`src/rtl/clb_cfg_loader.sv`:
```
// Serial CLB configuration loader: hunts a sync byte, captures a 37-bit frame plus parity, applies it on good parity.
// Outputs registered on K; CFG/DONE update on the parity edge (46 valid bits per frame); DVALID=0 freezes all capture state.
module clb_cfg_loader #(
  parameter logic [7:0] SYNC = 8'hB2,
  parameter int         CFGW = 37
) (
  input  logic            K,
  input  logic            RSTN,
  input  logic            DIN,
  input  logic            DVALID,
  output logic [CFGW-1:0] CFG,
  output logic            DONE,
  output logic            ERR,
  output logic            BUSY
);

  // CLB power-on configuration: MEM, COMBOPT, MUX2..6SEL, O2M_0, O2M_1, DQMUX, FLOPORLATCH
  localparam logic [CFGW-1:0] CFG_RST = {16'h0116, 2'b00, 2'b10, 2'b10, 2'b10, 2'b00, 2'b00,
                                         3'b000, 3'b111, 2'b00, 1'b0};
  localparam logic [5:0] LAST_BIT = 6'(CFGW - 1);

  typedef enum logic [1:0] {
    IDLE  = 2'd0,
    LOAD  = 2'd1,
    CHECK = 2'd2
  } state_t;

  state_t          state;
  logic [7:0]      window;
  logic [CFGW-1:0] shadow;
  logic [5:0]      cnt;
  logic            par;
  logic [7:0]      win_next;

  assign win_next = {window[6:0], DIN};

  always_ff @(posedge K or negedge RSTN) begin
    if (!RSTN) begin
      state  <= IDLE;
      window <= 8'h00;
      shadow <= '0;
      cnt    <= 6'd0;
      par    <= 1'b0;
      CFG    <= CFG_RST;
      DONE   <= 1'b0;
      ERR    <= 1'b0;
      BUSY   <= 1'b0;
    end else begin
      DONE <= 1'b0;
      if (DVALID) begin
        case (state)
          IDLE: begin
            window <= win_next;
            if (win_next == SYNC) begin
              state <= LOAD;
              cnt   <= 6'd0;
              par   <= 1'b0;
              ERR   <= 1'b0;
              BUSY  <= 1'b1;
            end
          end
          LOAD: begin
            shadow <= {shadow[CFGW-2:0], DIN};
            par    <= par ^ DIN;
            if (cnt == LAST_BIT) begin
              state <= CHECK;
            end else begin
              cnt <= cnt + 6'd1;
            end
          end
          CHECK: begin
            // Even parity over payload plus parity bit means the running parity equals the parity bit.
            if (par == DIN) begin
              CFG  <= shadow;
              DONE <= 1'b1;
            end else begin
              ERR <= 1'b1;
            end
            state  <= IDLE;
            window <= 8'h00;
            BUSY   <= 1'b0;
          end
          default: begin
            state <= IDLE;
          end
        endcase
      end
    end
  end

endmodule

```
`config.mk`:
```
export PLATFORM = sky130hd
export DESIGN_NAME = clb_cfg_loader
export DESIGN_NICKNAME = d
export VERILOG_FILES = /design/src/rtl/clb_cfg_loader.sv
export SDC_FILE = /design/constraint.sdc
export NUM_CORES = 1
export LEC_CHECK = 0
export ABC_AREA = 1
export CAP_MARGIN = 10
export CORE_ASPECT_RATIO = 1.75
export CORE_MARGIN = 2
export CORE_UTILIZATION = 55
export CTS_CLUSTER_SIZE = 28
export DETAILED_ROUTE_END_ITERATION = 12
export HOLD_SLACK_MARGIN = 0.05
export PLACE_DENSITY_LB_ADDON = 0.08
export SLEW_MARGIN = 20
export SYNTH_ARGS = -nofsm -noshare
export SYNTH_HDL_FRONTEND = slang
export SYNTH_SLANG_ARGS = --single-unit
```
`constraint.sdc`:
```
create_clock -name K -period 1.58 [get_ports K]
set_input_delay 0.158 -clock K [delete_from_list [all_inputs] [get_ports K]]
set_output_delay 0.158 -clock K [all_outputs]
set_load 0.01 [all_outputs]
```
Yosys cells after proc, flatten, opt, wreduce, memory -nomap -nowiden
Cells that the tools add are included.
{"block": "classes", "n_div": 0, "multipliers": 0, "n_reduce_logical": 11, "n_eq_ne": 9, "magnitude_cmp": 0, "n_addsub": 1, "mux": 16, "shifts": 0, "bitwise": 1}
{"operator": "7-bit case mux with 2 select lines", "n": 1}
{"operator": "6-bit two-way mux", "n": 2}
{"operator": "6-bit case mux with 2 select lines", "n": 1}
{"operator": "3-bit AND reduction", "n": 4}
{"operator": "8-bit equality test (second input constant)", "n": 1}
{"operator": "2-bit inequality test (second input constant)", "n": 4}
{"operator": "4-bit AND reduction", "n": 2}
{"operator": "6-bit by 1-bit adder with 6-bit output (second input constant)", "n": 1}
{"operator": "6-bit equality test (second input constant)", "n": 1}
{"operator": "1-bit two-way mux", "n": 6}
{"operator": "1-bit case mux with 2 select lines", "n": 3}
{"operator": "2-bit two-way mux", "n": 2}
{"operator": "2-bit case mux with 2 select lines", "n": 1}
{"operator": "2-bit AND reduction", "n": 2}
{"operator": "2-bit nonzero test", "n": 2}
{"operator": "2-bit by 1-bit equality test with 1-bit output (second input constant)", "n": 1}
{"operator": "2-bit equality test (second input constant)", "n": 1}
{"operator": "2-bit logical NOT", "n": 1}
{"operator": "1-bit equality test", "n": 1}
{"operator": "1-bit bitwise XOR", "n": 1}
{"block": "totals", "latch_bits": 0, "out_inout_bits": 40, "romBits": 0, "register_bits": 93, "inputBits": 4, "mem_count": 0, "wordCells": 47, "ram_bits": 0}

Depth between registers and ports, before layout
{"block": "depth", "depth_word": 4, "mapped_depth": 9, "depth_no_buf": 9}

Worst setup path before layout
No wires, ideal clock.
{"block": "synth_path", "kind": "register -> register", "from": "register cnt[0]", "to": "register cnt[0]", "arrival_ps": 1224, "path_slack_ps": 291, "synth_period_minus_slack_ps": 1289, "n_path_buf": 0, "path_stages_with_launch": 10, "setup_time_ps": 65, "t_required_ps": 1515, "cell_sequence": "dfrtp_1 -> inv_1 -> ha_1 -> nand3_1 -> nor2_1 -> nand2_1 -> nand2_1 -> nor2_2 -> nand2_1 -> nand2_1"}
{"block": "synth_between", "elab_chain_len": 3, "word_cells_on_any_way": 6, "classes_between": "1 x add/sub; 2 x eq/ne; 2 x mux; 1 x reduce/logical"}
{"item": "start, declared", "line": "31", "source": "logic [5:0] cnt;"}
{"item": "start signal, assigned", "line": "68", "source": "cnt <= cnt + 6'd1;"}
{"item": "6-bit by 1-bit adder with 6-bit output or 6-bit equality test (tied branches)", "line": "68, 65"}
{"item": "6-bit two-way mux or 2-bit inequality test (tied branches)"}
{"item": "6-bit case mux with 2 select lines or 4-bit AND reduction (tied branches)"}
Parallel ways exist; a longest one is shown, timed or not. The select of a mux whose other input is x is not followed.
A chain may end at the register's enable or synchronous reset.

Final worst setup path
{"block": "layout_path", "from": "register CFG[22]", "to": "output CFG[22]"}
{"item": "start, declared", "line": "11", "source": "output logic [CFGW-1:0] CFG,"}
{"item": "start signal, assigned", "line": "74", "source": "CFG <= shadow;"}
No word-level cell between the ends.

==> summary by stage <==
Clocking
The clock tree synthesis step divided the H-tree into 3 levels. TritonCTS built the clock tree. The buffers inserted during post-CTS setup optimization is 0. The cell sitting at the root of the clock tree is a sky130_fd_sc_hd__clkbuf_16. The clock passes through at most 2 buffers.

At the later pin of the worst-skew pair, clock insertion delay measures 340 ps. Buffers inserted during clock tree synthesis total 9. After clock tree synthesis, the clock-pin slew on the worst setup and hold paths is 60 ps. The TritonCTS sink count is between 90 and 100.

Power
Dividing total power by cell area gives a power density of 1209 mW/mm2. The peak ir drop on the vdd network is approximately 0.79 mV. The leakage power of the design is between 0.002 and 0.0025 uW.

Yosys
The mean instance size in the synthesized netlist is 9.357 um2. The synthesized netlist contains 24 unique library cells. Yosys printed 0 warnings. The mapped netlist covers 0.003734 mm2.

After synthesis the netlist holds a flip-flop and latch count of 93. Sequential elements use between 60% and 70% of the synthesized area. The net count after synthesis is between 400 and 500. The cell count after synthesis is ~400.

Timing
The final worst clock skew is around 8 ps. For this run, the top clock speed supported by timing is between 600 and 700 MHz. The hold violation count in the final report is 0. Setup repair after global routing left no endpoint under its margin.

In this run the tightest slew margin relative to its limit is 76.28%. The pin slew with the least headroom to its limit is between 300 and 400 ps. The total setup violations reported at the end of the flow is 0. In the finished design, the share of the clock period the worst path needs comes to between 90% and 100%.

The clock period could shrink to ~1600 ps. The max-slew violation count is 0.

Setup path
The worst setup path is captured at an output port. In this run the worst setup path begins at CFG[22]. The critical path goes through clkdlybuf4s50_1. The worst register-to-register path begins at cnt[1]. The slack of the worst reg-to-reg path is 110 ps. The critical path ends at CFG[22]. The critical path class is flop to output port. The largest delay contributor family on the critical path is flip-flops. The largest single stage delay on the critical path is about 530 ps.

In this run the number of cells on the critical path is 1. The number of buffers and inverters on the critical path is 1. The worst flop-to-flop path endpoint is cnt[3]. The slowest stage of the critical path belongs to the cell sky130_fd_sc_hd__dfstp_2. The startpoint type of the worst setup path is a flop.

The number of cells on the worst reg-to-reg path is 9. The critical path data arrival time is 1400 ps. The data required time of the critical path is around 1400 ps. The highest fanout seen on the critical path is 2.

Route
For this run, design rule violations remaining after detail routing come to 0. The detailed-route via count is between 2000 and 3000. After detailed routing, the average wire length per cell comes to 12.67 um. The detail route stage leaves a number of antenna-violating nets equal to 0. Before antenna repair, the detailed router went through 4 iterations.

The average vias per placed instance is 5.004. The final layout contains routed wiring with a total length of ~6800 um. The detailed router finished its first iteration with between 200 and 250 violations.

Layout
In the final layout, the share of cells above drive strength 1 is around 10%. After the flow finishes, the layout carries non-filler instances totaling ~540. For this run, the post-layout net count is roughly 460. The area added between synthesis and finish is 25.37%.

After routing the design area is ~0.0047 mm2. The antenna diode count is 0. The share of the core filled with cells is between 70% and 80%.

Global routing
The met1 track demand over resource is between 20% and 30%. After global routing, the most crowded layer is met2. The total routing usage reported by global routing is a little over a fifth. The number of antenna violations at the first check in global routing came to 0.

The met3 track utilization from global routing is under 10%. The number of global-route vias before repair is 2726. Entering global routing, the biggest net connects between 50 and 60 pins. The met2 routing resource usage after global routing is between 30 and 40%. The first global-routing pass estimated 11950 um of wire. The total overflow reported by the global router is 0.

Floorplanning
After floorplanning, the core was sized to cover roughly 0.0065 mm2. In this run the count of I/O pins placed on the die edge is 44. The chip width is between 60 and 70 um. The die covers approximately 0.0075 mm2.

The placement row count is 39. The die is between 100 and 150 um tall. The initial utilization of the core area, before any placement, comes to between 50% and 60%.

Placed design
The half-perimeter wire length after detailed placement is 4671 um. After detailed placement, the design holds a cell count of around 520. The placed instance area is ~0.0043 mm2. At the end of routability-driven placement, the weighted congestion stood at 0.7603. In this run the tool buffered the top-level ports with 43 buffer cells.

Flow run
Across the run, the number of max-cap violations was 0.

Status
The run finished with clean final reports.

Min path
The class of the tightest hold or removal check is input pin to asynchronous set/reset pin.
-- report_power, final --
part	internal (uW)	switching, uW
registers	2500	82.2
logic	190	294
clock network	1750	844
-- cell usage after synthesis --
cell,count,area [um2]
sky130_fd_sc_hd__buf_2,4,20.02
sky130_fd_sc_hd__nand3_1,5,25.02
sky130_fd_sc_hd__inv_2,1,3.750
sky130_fd_sc_hd__nand4_1,1,6.260
sky130_fd_sc_hd__clkbuf_1,3,11.26
sky130_fd_sc_hd__xnor2_1,1,8.760
sky130_fd_sc_hd__a21boi_0,1,7.510
sky130_fd_sc_hd__o21bai_1,6,45.04
sky130_fd_sc_hd__o21ai_1,51,255.2
sky130_fd_sc_hd__ha_1,2,25.02
sky130_fd_sc_hd__nor2_2,2,12.51
sky130_fd_sc_hd__nand2_1,111,416.7
sky130_fd_sc_hd__o21ai_0,30,150.1
sky130_fd_sc_hd__clkbuf_2,1,5.000
sky130_fd_sc_hd__nor3_1,1,5.000
sky130_fd_sc_hd__buf_6,4,45.04
sky130_fd_sc_hd__nand2_2,2,12.51
sky130_fd_sc_hd__inv_1,54,202.7
sky130_fd_sc_hd__dfstp_2,10,262.8
sky130_fd_sc_hd__o22ai_1,6,37.54
sky130_fd_sc_hd__buf_4,5,37.54
sky130_fd_sc_hd__nor2_1,14,52.55
sky130_fd_sc_hd__dfrtp_1,83,2077
sky130_fd_sc_hd__xor2_1,1,8.760
-- logic make-up (layout without fill, tap and decap cells) --
kind of cell    Yosys count  after routing  synth area share [%]
xor+xnor                  2              2                0.4693
fa+ha+maj                 2              2                0.6701
buf+inv                  72            129                 8.713
flops                    93             93                 62.67
compound gates           94             94                 13.27
simple gates            136            136                 14.21
-- sequential cells by signal (all words and copies together) (netlist names), 2 cells and up --
| name | flops |
|---|---|
| CFG | 37 |
| cnt | 6 |
| shadow | 37 |
| state | 2 |
| window | 7 |
-- cell usage in the layout, fill, tap and decap left out, types with 3 or more instances in the layout --
cell and count:
sky130_fd_sc_hd__nand3_1 4, sky130_fd_sc_hd__dlymetal6s2s_1 3, sky130_fd_sc_hd__buf_4 12, sky130_fd_sc_hd__o21ai_0 30, sky130_fd_sc_hd__o21ai_1 51, sky130_fd_sc_hd__buf_12 3, sky130_fd_sc_hd__o21bai_1 6, sky130_fd_sc_hd__nor2_1 14
sky130_fd_sc_hd__nand2_1 109, sky130_fd_sc_hd__o22ai_1 6, sky130_fd_sc_hd__clkdlybuf4s50_1 38, sky130_fd_sc_hd__clkbuf_16 9, sky130_fd_sc_hd__nand2_2 4, sky130_fd_sc_hd__dfrtp_1 83, sky130_fd_sc_hd__dfstp_2 10, sky130_fd_sc_hd__inv_1 54
sky130_fd_sc_hd__bufinv_16 4
-- worst min path at each step --
stage,cells past startpoint,slack [ps],start,to
final,2,270,RSTN,shadow[10]
after global routing,2,300,RSTN,par
after CTS,2,270,RSTN,shadow[4]
after detailed placement,1,100,RSTN,shadow[10]
after global placement,1,90,RSTN,CFG[9]
after floorplan,0,-140,RSTN,BUSY
-- repair_timing --
item | CTS | global route
gates cloned | 0 | 0
hold buffers | 1 | 0
endpoints found under the hold margin | 25 | 0
gates resized for setup | 1 | 4
setup endpoints to repair | 1 | 9
-- area by class of cell --
| type | instances | area, um2 |
|---|---|---|
| Multi-Input combinational cell | 234 | 1079 |
| Clock inverter | 4 | 120.1 |
| Timing Repair Buffer | 58 | 586.8 |
| Sequential cell | 93 | 2340 |
| Fill cell | 510 | 1858 |
| Clock buffer | 12 | 246.5 |
| Tap cell | 82 | 102.6 |
| Inverter | 55 | 206.4 |
-- layer usage --
metal / wire, um / vias to the layer above
met5: 0 / -
met4: 141 / 0
met3: 221 / 8
met2: 3741 / 44
met1: 2711 / 1289
li1: - / 1351
-- per-stage QoR --
step                setup TNS, ps  setup slack, ps  hold slack (ps)  power, uW
floorplan                       0            291.0           -137.6       2915
global placement                0            8.987            93.99       3089
detailed placement         -138.4           -32.75            95.79       3113
CTS                             0            11.46            273.0       5710
global route                    0            1.008            303.4       5882
finish                          0            24.54            272.6       5661
(Power assumes the default switching activity.)
